[src/rtl/nn_pkg.sv]
// Shared definitions for the two-layer binary-input classifier core:
// sequencer state encoding and default network dimensions.
package nn_pkg;

    localparam int NN_N_IN   = 784;
    localparam int NN_N_HID  = 32;
    localparam int NN_N_OUT  = 10;
    localparam int NN_DW     = 8;
    localparam int NN_ACC_W  = 26;
    localparam int NN_SHIFT  = 7;
    localparam int NN_LUT_AW = 11;

    typedef enum logic [3:0] {
        IDLE,
        HID_MAC,
        HID_DRAIN,
        HID_ACT,
        HID_WR,
        OUT_MAC,
        OUT_DRAIN,
        OUT_ACT,
        OUT_WR,
        DONE
    } nn_state_t;

    function automatic int max_int(input int a, input int b);
        return (a > b) ? a : b;
    endfunction

endpackage

[src/rtl/nn_mac.sv]
// Signed multiply-accumulate with synchronous clear; one instance is
// time-shared between the hidden and output layers.
module nn_mac #(
    parameter int DW    = 8,
    parameter int ACC_W = 26
) (
    input  logic                    clk,
    input  logic                    rst_n,
    input  logic                    clear,
    input  logic                    en,
    input  logic signed [DW-1:0]    a,
    input  logic signed [DW-1:0]    b,
    output logic signed [ACC_W-1:0] acc
);

    logic signed [2*DW-1:0]  prod;
    logic signed [ACC_W-1:0] prod_ext;
    logic signed [ACC_W-1:0] acc_reg;

    assign prod     = a * b;
    assign prod_ext = {{(ACC_W-2*DW){prod[2*DW-1]}}, prod};

    // Accumulation wraps silently; sizing ACC_W is the integrator's job.
    always_ff @(posedge clk or negedge rst_n) begin
        if (!rst_n) begin
            acc_reg <= '0;
        end else if (clear) begin
            acc_reg <= '0;
        end else if (en) begin
            acc_reg <= acc_reg + prod_ext;
        end
    end

    assign acc = acc_reg;

endmodule

[src/rtl/nn_core_param.sv]
// Sequential MLP inference core: binary pixels -> hidden layer -> argmax.
// Optional max_score output is enabled by defining NN_SCORE_OUT_EN.
module nn_core_param
    import nn_pkg::*;
#(
    parameter int N_IN   = NN_N_IN,
    parameter int N_HID  = NN_N_HID,
    parameter int N_OUT  = NN_N_OUT,
    parameter int DW     = NN_DW,
    parameter int ACC_W  = NN_ACC_W,
    parameter int SHIFT  = NN_SHIFT,
    parameter int LUT_AW = NN_LUT_AW
) (
    input  logic                              clk,
    input  logic                              rst_n,
    input  logic                              start,
    output logic                              busy,
    output logic                              done,
    output logic [$clog2(N_OUT)-1:0]          class_idx,
    output logic [$clog2(N_IN)-1:0]           in_addr,
    input  logic                              in_q,
    output logic [$clog2(N_HID*N_IN)-1:0]     wh_addr,
    input  logic signed [DW-1:0]              wh_q,
    output logic [$clog2(N_OUT*N_HID)-1:0]    wo_addr,
    input  logic signed [DW-1:0]              wo_q,
    output logic [LUT_AW-1:0]                 lut_addr,
`ifdef NN_SCORE_OUT_EN
    output logic signed [DW-1:0]              max_score,
`endif
    input  logic signed [DW-1:0]              lut_q
);

    localparam int IN_AW  = $clog2(N_IN);
    localparam int HID_AW = $clog2(N_HID);
    localparam int OUT_AW = $clog2(N_OUT);
    localparam int WH_AW  = $clog2(N_HID*N_IN);
    localparam int WO_AW  = $clog2(N_OUT*N_HID);
    localparam int MW     = $clog2(max_int(N_IN, N_HID));

    nn_state_t state_reg, state_next;

    logic [MW-1:0]     mac_cnt_reg;
    logic [HID_AW-1:0] hid_cnt_reg;
    logic [OUT_AW-1:0] out_cnt_reg;
    logic              drain_reg;
    logic [WH_AW-1:0]  wh_addr_reg;
    logic [WO_AW-1:0]  wo_addr_reg;
    logic              mac_en_reg;
    logic              op_out_reg;
    logic              done_reg;
    logic [OUT_AW-1:0] best_idx_reg;
    logic [OUT_AW-1:0] class_idx_reg;
    logic signed [DW-1:0] best_val_reg;

    logic signed [DW-1:0] hid_buf [N_HID];
    logic signed [DW-1:0] hid_rd_reg;

    logic mac_last, hid_last, out_last, mac_clear;
    logic signed [DW-1:0]    pix_op, op_a, op_b;
    logic signed [ACC_W-1:0] acc, acc_sh;
    logic [ACC_W-LUT_AW:0]   acc_upper;
    logic                    pos_ovf, neg_ovf;
    logic [LUT_AW-1:0]       lut_clamped;

    assign mac_last = (state_reg == OUT_MAC) ? (mac_cnt_reg == MW'(N_HID-1))
                                             : (mac_cnt_reg == MW'(N_IN-1));
    assign hid_last = (hid_cnt_reg == HID_AW'(N_HID-1));
    assign out_last = (out_cnt_reg == OUT_AW'(N_OUT-1));

    always_comb begin
        state_next = state_reg;
        case (state_reg)
            IDLE:      if (start) state_next = HID_MAC;
            HID_MAC:   if (mac_last) state_next = HID_DRAIN;
            HID_DRAIN: if (drain_reg) state_next = HID_ACT;
            HID_ACT:   state_next = HID_WR;
            HID_WR:    state_next = hid_last ? OUT_MAC : HID_MAC;
            OUT_MAC:   if (mac_last) state_next = OUT_DRAIN;
            OUT_DRAIN: if (drain_reg) state_next = OUT_ACT;
            OUT_ACT:   state_next = OUT_WR;
            OUT_WR:    state_next = out_last ? DONE : OUT_MAC;
            DONE:      state_next = IDLE;
            default:   state_next = IDLE;
        endcase
    end

    always_ff @(posedge clk or negedge rst_n) begin
        if (!rst_n) begin
            state_reg     <= IDLE;
            mac_cnt_reg   <= '0;
            hid_cnt_reg   <= '0;
            out_cnt_reg   <= '0;
            drain_reg     <= 1'b0;
            wh_addr_reg   <= '0;
            wo_addr_reg   <= '0;
            mac_en_reg    <= 1'b0;
            op_out_reg    <= 1'b0;
            done_reg      <= 1'b0;
            best_idx_reg  <= '0;
            best_val_reg  <= '0;
            class_idx_reg <= '0;
        end else begin
            state_reg  <= state_next;
            done_reg   <= (state_reg == DONE);
            // Operands return one cycle after their address, so the MAC enable lags the MAC state.
            mac_en_reg <= (state_reg == HID_MAC) || (state_reg == OUT_MAC);
            op_out_reg <= (state_reg == OUT_MAC);
            drain_reg  <= ((state_reg == HID_DRAIN) || (state_reg == OUT_DRAIN)) ? ~drain_reg : 1'b0;
            case (state_reg)
                IDLE: begin
                    mac_cnt_reg <= '0;
                    hid_cnt_reg <= '0;
                    out_cnt_reg <= '0;
                    wh_addr_reg <= '0;
                    wo_addr_reg <= '0;
                end
                HID_MAC: begin
                    mac_cnt_reg <= mac_last ? '0 : mac_cnt_reg + 1'b1;
                    wh_addr_reg <= wh_addr_reg + 1'b1;
                end
                HID_WR: hid_cnt_reg <= hid_last ? '0 : hid_cnt_reg + 1'b1;
                OUT_MAC: begin
                    mac_cnt_reg <= mac_last ? '0 : mac_cnt_reg + 1'b1;
                    wo_addr_reg <= wo_addr_reg + 1'b1;
                end
                OUT_WR: begin
                    if (!out_last) out_cnt_reg <= out_cnt_reg + 1'b1;
                    // Strict compare keeps the lowest index on ties.
                    if ((out_cnt_reg == '0) || (lut_q > best_val_reg)) begin
                        best_val_reg <= lut_q;
                        best_idx_reg <= out_cnt_reg;
                    end
                end
                DONE: class_idx_reg <= best_idx_reg;
                default: ;
            endcase
        end
    end

    // Hidden activations live in an unreset RAM with a registered read port.
    always_ff @(posedge clk) begin
        if (state_reg == HID_WR) hid_buf[hid_cnt_reg] <= lut_q;
        if (state_reg == OUT_MAC) hid_rd_reg <= hid_buf[HID_AW'(mac_cnt_reg)];
    end

    assign pix_op    = {1'b0, {(DW-1){in_q}}};
    assign op_a      = op_out_reg ? hid_rd_reg : pix_op;
    assign op_b      = op_out_reg ? wo_q : wh_q;
    assign mac_clear = (state_reg == IDLE) || (state_reg == HID_WR) || (state_reg == OUT_WR);

    nn_mac #(
        .DW    (DW),
        .ACC_W (ACC_W)
    ) u_mac (
        .clk   (clk),
        .rst_n (rst_n),
        .clear (mac_clear),
        .en    (mac_en_reg),
        .a     (op_a),
        .b     (op_b),
        .acc   (acc)
    );

    // Saturate the scaled accumulator into a signed LUT index, then bias to offset-binary.
    assign acc_sh    = acc >>> SHIFT;
    assign acc_upper = acc_sh[ACC_W-1:LUT_AW-1];
    assign pos_ovf   = ~acc_sh[ACC_W-1] & (|acc_upper);
    assign neg_ovf   = acc_sh[ACC_W-1] & ~(&acc_upper);

    always_comb begin
        lut_clamped = acc_sh[LUT_AW-1:0];
        if (pos_ovf) lut_clamped = {1'b0, {(LUT_AW-1){1'b1}}};
        if (neg_ovf) lut_clamped = {1'b1, {(LUT_AW-1){1'b0}}};
        lut_addr = '0;
        if ((state_reg == HID_ACT) || (state_reg == OUT_ACT))
            lut_addr = {~lut_clamped[LUT_AW-1], lut_clamped[LUT_AW-2:0]};
        busy = (state_reg != IDLE);
    end

    assign done      = done_reg;
    assign class_idx = class_idx_reg;
    assign in_addr   = IN_AW'(mac_cnt_reg);
    assign wh_addr   = wh_addr_reg;
    assign wo_addr   = wo_addr_reg;

`ifdef NN_SCORE_OUT_EN
    logic signed [DW-1:0] max_score_reg;

    always_ff @(posedge clk or negedge rst_n) begin
        if (!rst_n) begin
            max_score_reg <= '0;
        end else if (state_reg == DONE) begin
            max_score_reg <= best_val_reg;
        end
    end

    assign max_score = max_score_reg;
`else
    // Winning score stays internal in this build.
`endif

endmodule

[config.mk]
export PLATFORM = sky130hd
export DESIGN_NAME = nn_core_param
export DESIGN_NICKNAME = d
export VERILOG_FILES = /design/src/rtl/nn_pkg.sv /design/src/rtl/nn_mac.sv /design/src/rtl/nn_core_param.sv
export SDC_FILE = /design/constraint.sdc
export NUM_CORES = 1
export LEC_CHECK = 0
export CAP_MARGIN = 10
export CORE_UTILIZATION = 56
export CTS_BUF_LIST = sky130_fd_sc_hd__clkbuf_4 sky130_fd_sc_hd__clkbuf_8
export DETAILED_ROUTE_END_ITERATION = 12
export PLACE_DENSITY = 0.74
export SLEW_MARGIN = 20
export SYNTH_ARGS = -nofsm -noshare
export SYNTH_HDL_FRONTEND = slang
export SYNTH_SLANG_ARGS = --single-unit
[constraint.sdc]
create_clock -name clk -period 12.1 [get_ports clk]
set_input_delay 2.42 -clock clk [delete_from_list [all_inputs] [get_ports clk]]
set_output_delay 2.42 -clock clk [all_outputs]
set_load 0.05 [all_outputs]
# Word level (Yosys, flattened, before mapping)
# Memory sizes are Yosys's and may differ from the RTL's. A register that Yosys moved wholly into a read port is not among the register bits.
# Cells that the tools add are included.
[totals]
reg_bits = 93
mem_bits_rw = 256
word_cells = 96
mem_count = 1
[memory_table]
columns = ["memory", "depth", "width", "rd", "rd_ports_with_merged_regs", "write_ports", "line_no", "text"]
rows = [
  ["hid_buf", 32, 8, 1, 1, 1, "nn_core_param.sv:55", "logic signed [DW-1:0] hid_buf [N_HID];"],
]
[op_classes]
add_sub_neg = 6
multipliers = 1
magnitude_cmp = 1
n_eq_ne = 19
n_mux = 27
n_bitwise = 6
reduce_logical = 21
[ops]
columns = ["cell", "count"]
rows = [
  ["$mux 26", 2],
  ["$pmux 4 s9", 1],
  ["$mux 11", 3],
  ["$pmux 15 s2", 1],
  ["$mux 4", 7],
  ["$add 26x16->26", 1],
  ["$pmux 10 s2", 1],
  ["$pmux 9 s2", 1],
  ["$eq 4x3->1 const B", 4],
  ["$mul 8x8->16", 1],
  ["$mux 8", 2],
  ["$add 15x1->15 const B", 1],
  ["$eq 4x4->1 const B", 3],
  ["$ne 2x2->1 const B", 6],
  ["$reduce_bool 2->1", 6],
  ["$add 10x1->10 const B", 1],
  ["$eq 10x10->1 const B", 1],
  ["$eq 10x5->1 const B", 1],
  ["$mux 10", 1],
  ["$pmux 5 s2", 1],
  ["$add 9x1->9 const B", 1],
  ["$reduce_and 9->1", 1],
  ["$reduce_or 9->1", 1],
  ["$eq 4x2->1 const B", 2],
  ["other kinds (17)", 31],
]

# Logic depth before layout (Yosys ltp)
# Gate-level depths: netlist of run 1.
[depth]
depth_word = 6
depth_mapped = 23
ltp_nobuf = 21

# Hierarchy
# Synthesis of run 1 repeated with hierarchy kept, for this count alone.
[unflattened]
hier_cells = 1380
area_unflattened_um2 = 19399.9
[modules_own_cells]
columns = ["mod", "instances", "cells_each", "area_each_um2", "seq_area_each_um2"]
rows = [
  ["nn_core_param", 1, 829, 13870.8, 9604.2],
  ["nn_mac", 1, 551, 5529.1, 650.6],
]

# Worst setup path before layout of run 1
# OpenSTA, ideal clock, no wires.
[synth_timing]
kind = "input to register"
from = "input wo_q[0]"
to = "register u_mac.acc_reg[25] (netlist: u_mac.acc[25])"
setup_ns = 0.100
arrival_time_ns = 7.687
t_required_ns = 12.000
slack_ns = 4.313
stages = 16
path_buffers = 0
path_cell_list = "and3_1 -> inv_1 -> fa_1 -> inv_1 -> fa_1 -> fa_1 -> fa_1 -> fa_1 -> ha_1 -> a2111oi_4 -> o21ai_2 -> nand2_2 -> o41ai_2 -> a31o_1 -> a2111o_1 -> a311oi_1"
[synth_via]
elab_chain_len = 5
[synth_rtl]
columns = ["element", "line_no", "text"]
rows = [
  ["start, declared", "nn_core_param.sv:25", "input logic signed [DW-1:0] wo_q,"],
  ["$mux 8", "nn_core_param.sv:148", "assign op_b = op_out_reg ? wo_q : wh_q;"],
  ["$mul 8x8->16", "nn_mac.sv:20", "assign prod = a * b;"],
  ["$add 26x16->26", "nn_mac.sv:30", "acc_reg <= acc_reg + prod_ext;"],
  ["$mux 26", "nn_mac.sv:29", "end else if (en) begin"],
  ["$mux 26", "nn_mac.sv:27", "end else if (clear) begin"],
  ["end signal, assigned", "nn_mac.sv:30", ""],
  ["end, declared", "nn_mac.sv:18", "logic signed [ACC_W-1:0] acc_reg;"],
]
# Every way passes these cells. The select of a mux whose other input is x is not followed.
# A chain may end at the register's enable or synchronous reset.

# Worst setup path in the final report of run 1
[layout_timing]
from = "input in_q"
to = "register u_mac.acc_reg[24] (netlist: u_mac.acc[24])"
[layout_via]
elab_chain_len = 5
[layout_rtl]
columns = ["element", "line_no", "text"]
rows = [
  ["start, declared", "nn_core_param.sv:21", "input logic in_q,"],
  ["$mux 8", "nn_core_param.sv:147", "assign op_a = op_out_reg ? hid_rd_reg : pix_op;"],
  ["$mul 8x8->16", "nn_mac.sv:20", ""],
  ["$add 26x16->26", "nn_mac.sv:30", ""],
  ["$mux 26", "nn_mac.sv:29", ""],
  ["$mux 26", "nn_mac.sv:27", ""],
]
# Every way passes these cells. The select of a mux whose other input is x is not followed.

==> results.yml, run 1 <==
run:
  max_cap_viol_count: 0
sta:
  skew_ns: 0.0303
  fmax_mhz: 120
  max_slew_margin: 0.273
  hold_slack_ns: 0.417
  setup_viol: 0
  rsz0062_at_grt: "no"
  layout_setup_ws_ns: 3.79
  report.final.slew_viol_count: 0
  tightest_slew_ns: 1.09
  finalHoldViolations: 0
  tns_ns: 0
  fin_crit_ns: 8.31
  fin_crit_sh: 0.687
synthesis:
  async_reset_ff_frac: 0.261
  synthesis.nets: 1562
  synthMuxAreaShare: 0.121
  synth-seq-cells: 357
  ys_top_cells_by_area: "edfxtp_1 41%, dfrtp_1 12%, fa_1 11%"
  syn_area_per_cell_um2: 14.3
  ys_seq_area_frac: 0.534
  synth_top_area_share: 0.413
  synth_fa_ha_area_frac: 0.166
  synth-xor-area-share: 0.0158
  postSynthCellCount: 1345
  yosysTopAreaCell: "edfxtp_1"
  synth_compound_area_frac: 0.0509
  synth_warnings: 0
  yosys.area_share.simple: 0.0788
  yosys.cell_types.count: 68
  syn_area_um2: 19200
  synth-edff-count: 264
  synth_ff_type: "edfxtp_1"
  synth_top_family_by_area: "adder cells"
setup_path:
  setup.worst_path.start_class: "input port"
  path_cells: "clkdlybuf4s50_1, nor2b_1, a21oi_1, or2_2, fa_1, fa_1, inv_1, fa_1, fa_1, fa_1, ha_1, o211ai_1, a21oi_1, o21ai_1, o221ai_1, a221oi_1, xor2_1, o21ai_1"
  end_kind: "register"
  path_max_fanout: 13
  worst_path_most_repeated_cell: "fa_1"
  regToRegSetupSlack_ns: 5.43
  critPathRequiredTime_ns: 12.56
  crit_arrival_ns: 8.77
  cp_slowest_cell: "nor2b_1"
  critPathKind: "input port to register"
  slowest_delay_ns: 0.70
final_layout:
  nNetsFinal: 1669
  areaGrowthSynthToFinish_pct: 12.2
  antenna_cells: 0
  largest_reg_flops: 256
  drive_gt1_frac: 0.149
clock_network:
  numCtsBuffers: 53
  cts_tree: "yes"
  cts_sinks: 357
  clk_pin_slew_ns: 0.07
  cts_resized: 0
  postCtsHoldBufs: 0
  cts_root_buffer: "clkbuf_8"
  clk_latency_ns: 0.59
  clockBufferDepth: 3
  h-tree-depth: 2
  cts_setup_buffers: 0
placement:
  gp_congestion: 0.882
  hpwl_um: 27500
  dp_slack_ns: 3.33
  portBuffers: 78
global_routing:
  overflow: 0
  grt_max_degree: 71
  antenna_found_initial: 0
  grt_pass1_vias: 11800
  grt_pass1_wl_um: 64600
  grt.total_usage: 0.236
drt:
  vias: 11200
  via_per_inst: 5.79
  wl_per_cell_um: 20.3
  ant_nets: 0
  dr.pass1.iters: 5
  drt_iter0_markers: 889
  post-route-drc-count: 0
  drt-total-wl_um: 39300
run_status:
  status: "finished clean"
die:
  rows: 67
  die_w_um: 187
  die_y_um: 187
  die_area_um2: 35000
  initial_core_util: 0.571
  ios: 79
  core-area_um2: 33600
power:
  irDropWorstVdd_mv: 0.171
  power.density_nw_per_um2: 229
  leakage_nw: 8.57
hold_path:
  hp-class: "register to register"
worst max-delay path, delay by kind of cell:
family,cells,cell delay (ns)
compound gates,7,1.65
xor+xnor,1,0.22
fa+ha+maj,6,2.90
buf+inv,2,0.51
simple gates,2,1.08
cell usage after synthesis, drive strengths merged, types with 4 or more instances:
| library cell | count |
|---|---|
| edfxtp | 264 |
| nor2 | 132 |
| inv | 113 |
| fa | 110 |
| dfrtp | 93 |
| mux4 | 80 |
| ha | 79 |
| nand2 | 75 |
| o21ai | 70 |
| nand3 | 31 |
| a21oi | 28 |
| mux2 | 28 |
| clkbuf | 22 |
| buf | 21 |
| mux2i | 21 |
| and3 | 20 |
| xnor2 | 17 |
| nand2b | 15 |
| xor2 | 15 |
| a21o | 11 |
| nand4 | 10 |
| nor3 | 10 |
| a31oi | 9 |
| nor2b | 6 |
| or2 | 5 |
| or3 | 5 |
| a22o | 4 |
| nand3b | 4 |
| o211ai | 4 |
| o31ai | 4 |
per-stage QoR:
| stage | utilization | instances | instance area [um2] | power [mW] |
|---|---|---|---|---|
| after detailed placement | 0.609 | 1845 | 20500 | 3.97 |
| after floorplan | - | 1345 | 19200 | 3.44 |
| final | 0.640 | 1942 | 21500 | 4.93 |
| after global routing | 0.640 | 1942 | 21500 | 5.37 |
| after global placement | 0.609 | 1845 | 20500 | 3.88 |
| after CTS | 0.640 | 1942 | 21500 | 4.96 |
path summary, 6_finish.rpt:
check | from | to | cells after the start
setup / recovery | in_q | u_mac.acc[24]$_DFFE_PN0P_ | 18
hold / removal | drain_reg$_DFF_PN0_ | drain_reg$_DFF_PN0_ | 1
setup reg to reg | op_out_reg$_DFF_PN0_ | u_mac.acc[24]$_DFFE_PN0P_ | 18
hold reg to reg | drain_reg$_DFF_PN0_ | drain_reg$_DFF_PN0_ | 1
max in group asynchronous | rst_n | in_addr[0]$_DFFE_PN0P_ | 2
min in group asynchronous | rst_n | u_mac.acc[14]$_DFFE_PN0P_ | 1
per-layer routing:
metal | track usage | share of wire | vias up
met4 | 0.0634 | 0.021 | 0
li1 | - | - | 5122
met1 | 0.342 | 0.44 | 5692
met3 | 0.0407 | 0.059 | 74
met2 | 0.375 | 0.48 | 360
met5 | 0 | 0 | -
layout make-up:
| class | instances | area (um2) |
|---|---|---|
| clock buffer | 83 | 967 |
| sequential | 357 | 10300 |
| clock inverter | 14 | 92.6 |
| multi-input combinational | 832 | 8320 |
| timing repair buffer | 95 | 896 |
| inverter | 113 | 424 |
| tap | 448 | 561 |
| fill | 2460 | 12100 |
power breakdown:
| part | internal, mW | total (mW) | switching (mW) |
|---|---|---|---|
| Clock | 0.528 | 0.971 | 0.442 |
| Combinational | 1.11 | 2.49 | 1.38 |
| Sequential | 1.41 | 1.47 | 0.0612 |
cell usage in the layout, fill, tap and decap left out, types with 28 or more instances in the layout:
cell,instances
edfxtp_1,264
nor2_1,131
inv_1,111
fa_1,110
dfrtp_1,90
mux4_2,80
ha_1,79
clkdlybuf4s50_1,75
nand2_1,74
clkbuf_8,55
o21ai_0,45
nand3_1,31
a21oi_1,28
clkbuf_4,28
kinds of logic (layout without fill, tap and decap cells):
| kind of cell | after synthesis | in the layout |
|---|---|---|
| xor+xnor | 33 | 33 |
| buf+inv | 156 | 305 |
| compound gates | 156 | 156 |
| fa+ha+maj | 189 | 189 |
| flops | 357 | 357 |
| simple gates | 325 | 325 |
| mux | 129 | 129 |
(Power assumes the default switching activity.)
==> inputs of run 2 (changes only) <==
Settings changed: PLACE_DENSITY 0.74 to 0.77.
Clock period 12.1 ns to 7 ns, I/O delays scaled along.
==> results.yml, run 2 (synthesis results as in run 1) <==
final_layout:
  nNetsFinal: 1716
  fillers: 2381
  fin_util: 0.654
  largest_reg_flops: 256
  drive_gt1_frac: 0.176
  final_cell_mix: "264 x edfxtp_1, 131 x nor2_1, 111 x inv_1"
  areaGrowthSynthToFinish_pct: 14.6
  final_common_cell: "edfxtp_1"
  antenna_cells: 0
setup_path:
  setup.worst_path.start_class: "input port"
  regToRegSetupSlack_ns: 0.98
  reg2reg_depth: 17
  path_max_fanout: 5
  rr_endpoint: "u_mac.acc[25]$_DFFE_PN0P_"
  critPathKind: "input port to register"
  critPathRequiredTime_ns: 7.47
  end_kind: "register"
  crit_arrival_ns: 7.06
  worstReg2RegStart: "op_out_reg$_DFF_PN0_"
hold_path:
  min_to: "drain_reg$_DFF_PN0_"
  hold_start: "drain_reg$_DFF_PN0_"
  hp-class: "register to register"
  holdPathStages: 1
clock_network:
  clockBufferDepth: 3
  cts_setup_buffers: 0
  cts_tree: "yes"
  clk_pin_slew_ns: 0.06
  h-tree-depth: 2
  clk_latency_ns: 0.58
  cts_root_buffer: "clkbuf_8"
  cts_sinks: 357
  numCtsBuffers: 54
sta:
  skew_ns: 0.0209
  tightest_slew_ns: 1.12
  fin_crit_sh: 0.941
  fmax_mhz: 152
  report.final.slew_viol_count: 0
  finalHoldViolations: 0
  layout_setup_ws_ns: 0.411
  rsz0062_at_grt: "no"
  max_slew_margin: 0.254
  fin_crit_ns: 6.59
  setup_viol: 0
placement:
  hpwl_um: 28600
  portBuffers: 78
  dp_slack_ns: -0.188
  gp_congestion: 0.908
die:
  die_y_um: 187
  core-area_um2: 33600
  initial_core_util: 0.571
  die_area_um2: 35000
  ios: 79
  die_w_um: 187
  rows: 67
global_routing:
  grt_pass1_vias: 12200
  grt.total_usage: 0.246
  grt_max_degree: 73
  overflow: 0
  antenna_found_initial: 0
  grt_pass1_wl_um: 66900
power:
  irDropWorstVdd_mv: 0.365
  power.density_nw_per_um2: 416
  leakage_nw: 8.85
run_status:
  status: "finished clean"
drt:
  drt_iter0_markers: 1018
  vias: 11600
  ant_nets: 0
  post-route-drc-count: 0
  dr.pass1.iters: 7
  drt-total-wl_um: 41100
  via_per_inst: 5.84
  wl_per_cell_um: 20.7
run:
  max_cap_viol_count: 0
[run 2: metal layers]
| metal | part of all wire | wire length (um) | GRT usage |
|---|---|---|---|
| met1 | 0.42 | 17400 | 0.343 |
| met2 | 0.48 | 19800 | 0.396 |
| met3 | 0.071 | 2920 | 0.0490 |
| met4 | 0.023 | 951 | 0.0731 |
| met5 | 0 | 0 | 0 |
[run 2: final cells by class]
| class | count | area (um2) | area share |
|---|---|---|---|
| tap | 448 | 561 | 0.0255 |
| inverter | 113 | 424 | 0.0193 |
| timing repair buffer | 141 | 1240 | 0.0564 |
| clock buffer | 78 | 961 | 0.0437 |
| multi-input combinational | 832 | 8330 | 0.378 |
| clock inverter | 21 | 225 | 0.0102 |
| sequential | 357 | 10300 | 0.466 |
[run 2: metrics by stage]
stage	hold slack (ns)	cells	cell area [um2]	setup TNS [ns]	power [mW]
global placement	0.408	1891	20800	-0.205	7.07
CTS	0.425	1990	22000	0	9.17
detailed placement	0.417	1891	20800	-0.656	7.27
finish	0.428	1990	22000	0	9.15
global route	0.442	1990	22000	0	9.92
floorplan	0.395	1345	19200	0	5.95
[run 2: critical path, cell delays in order]
cell             delay (ns)
clkdlybuf4s50_1        0.45
nor2b_1                0.29
buf_4                  0.20
a21o_1                 0.11
nand2b_1               0.09
fa_1                   0.50
fa_1                   0.56
inv_1                  0.06
fa_1                   0.53
fa_1                   0.58
fa_1                   0.43
ha_1                   0.27
a2111oi_4              0.34
o21ai_2                0.12
nand2_2                0.12
o41ai_2                0.10
a31o_1                 0.25
a2111o_1               0.40
a311oi_1               0.25
[run 2: how the worst max path moves through the flow]
stage / startpoint / endpoint / slack, ns
final: in_q / u_mac.acc[25]$_DFFE_PN0P_ / 0.41
after global routing: in_q / u_mac.acc[25]$_DFFE_PN0P_ / 0.11
after CTS: in_q / u_mac.acc[24]$_DFFE_PN0P_ / 0.37
after detailed placement: in_q / u_mac.acc[24]$_DFFE_PN0P_ / -0.19
after global placement: in_q / u_mac.acc[25]$_DFFE_PN0P_ / -0.08
after floorplan: wo_q[0] / u_mac.acc[25]$_DFFE_PN0P_ / 0.23
[run 2: power breakdown]
group / leakage [nW] / switching, mW / internal [mW]
combinational: 4.68 / 2.54 / 2.22
clock: 0.621 / 0.786 / 1.07
sequential: 3.54 / 0.107 / 2.43
total: 8.85 / 3.43 / 5.72
[run 2: timing repair]
| item | CTS | global route |
|---|---|---|
| hold buffers | 0 | 0 |
| endpoints found under the hold margin | 0 | 0 |
| gates resized for setup | 0 | 1 |
| setup endpoints to repair | 0 | 1 |
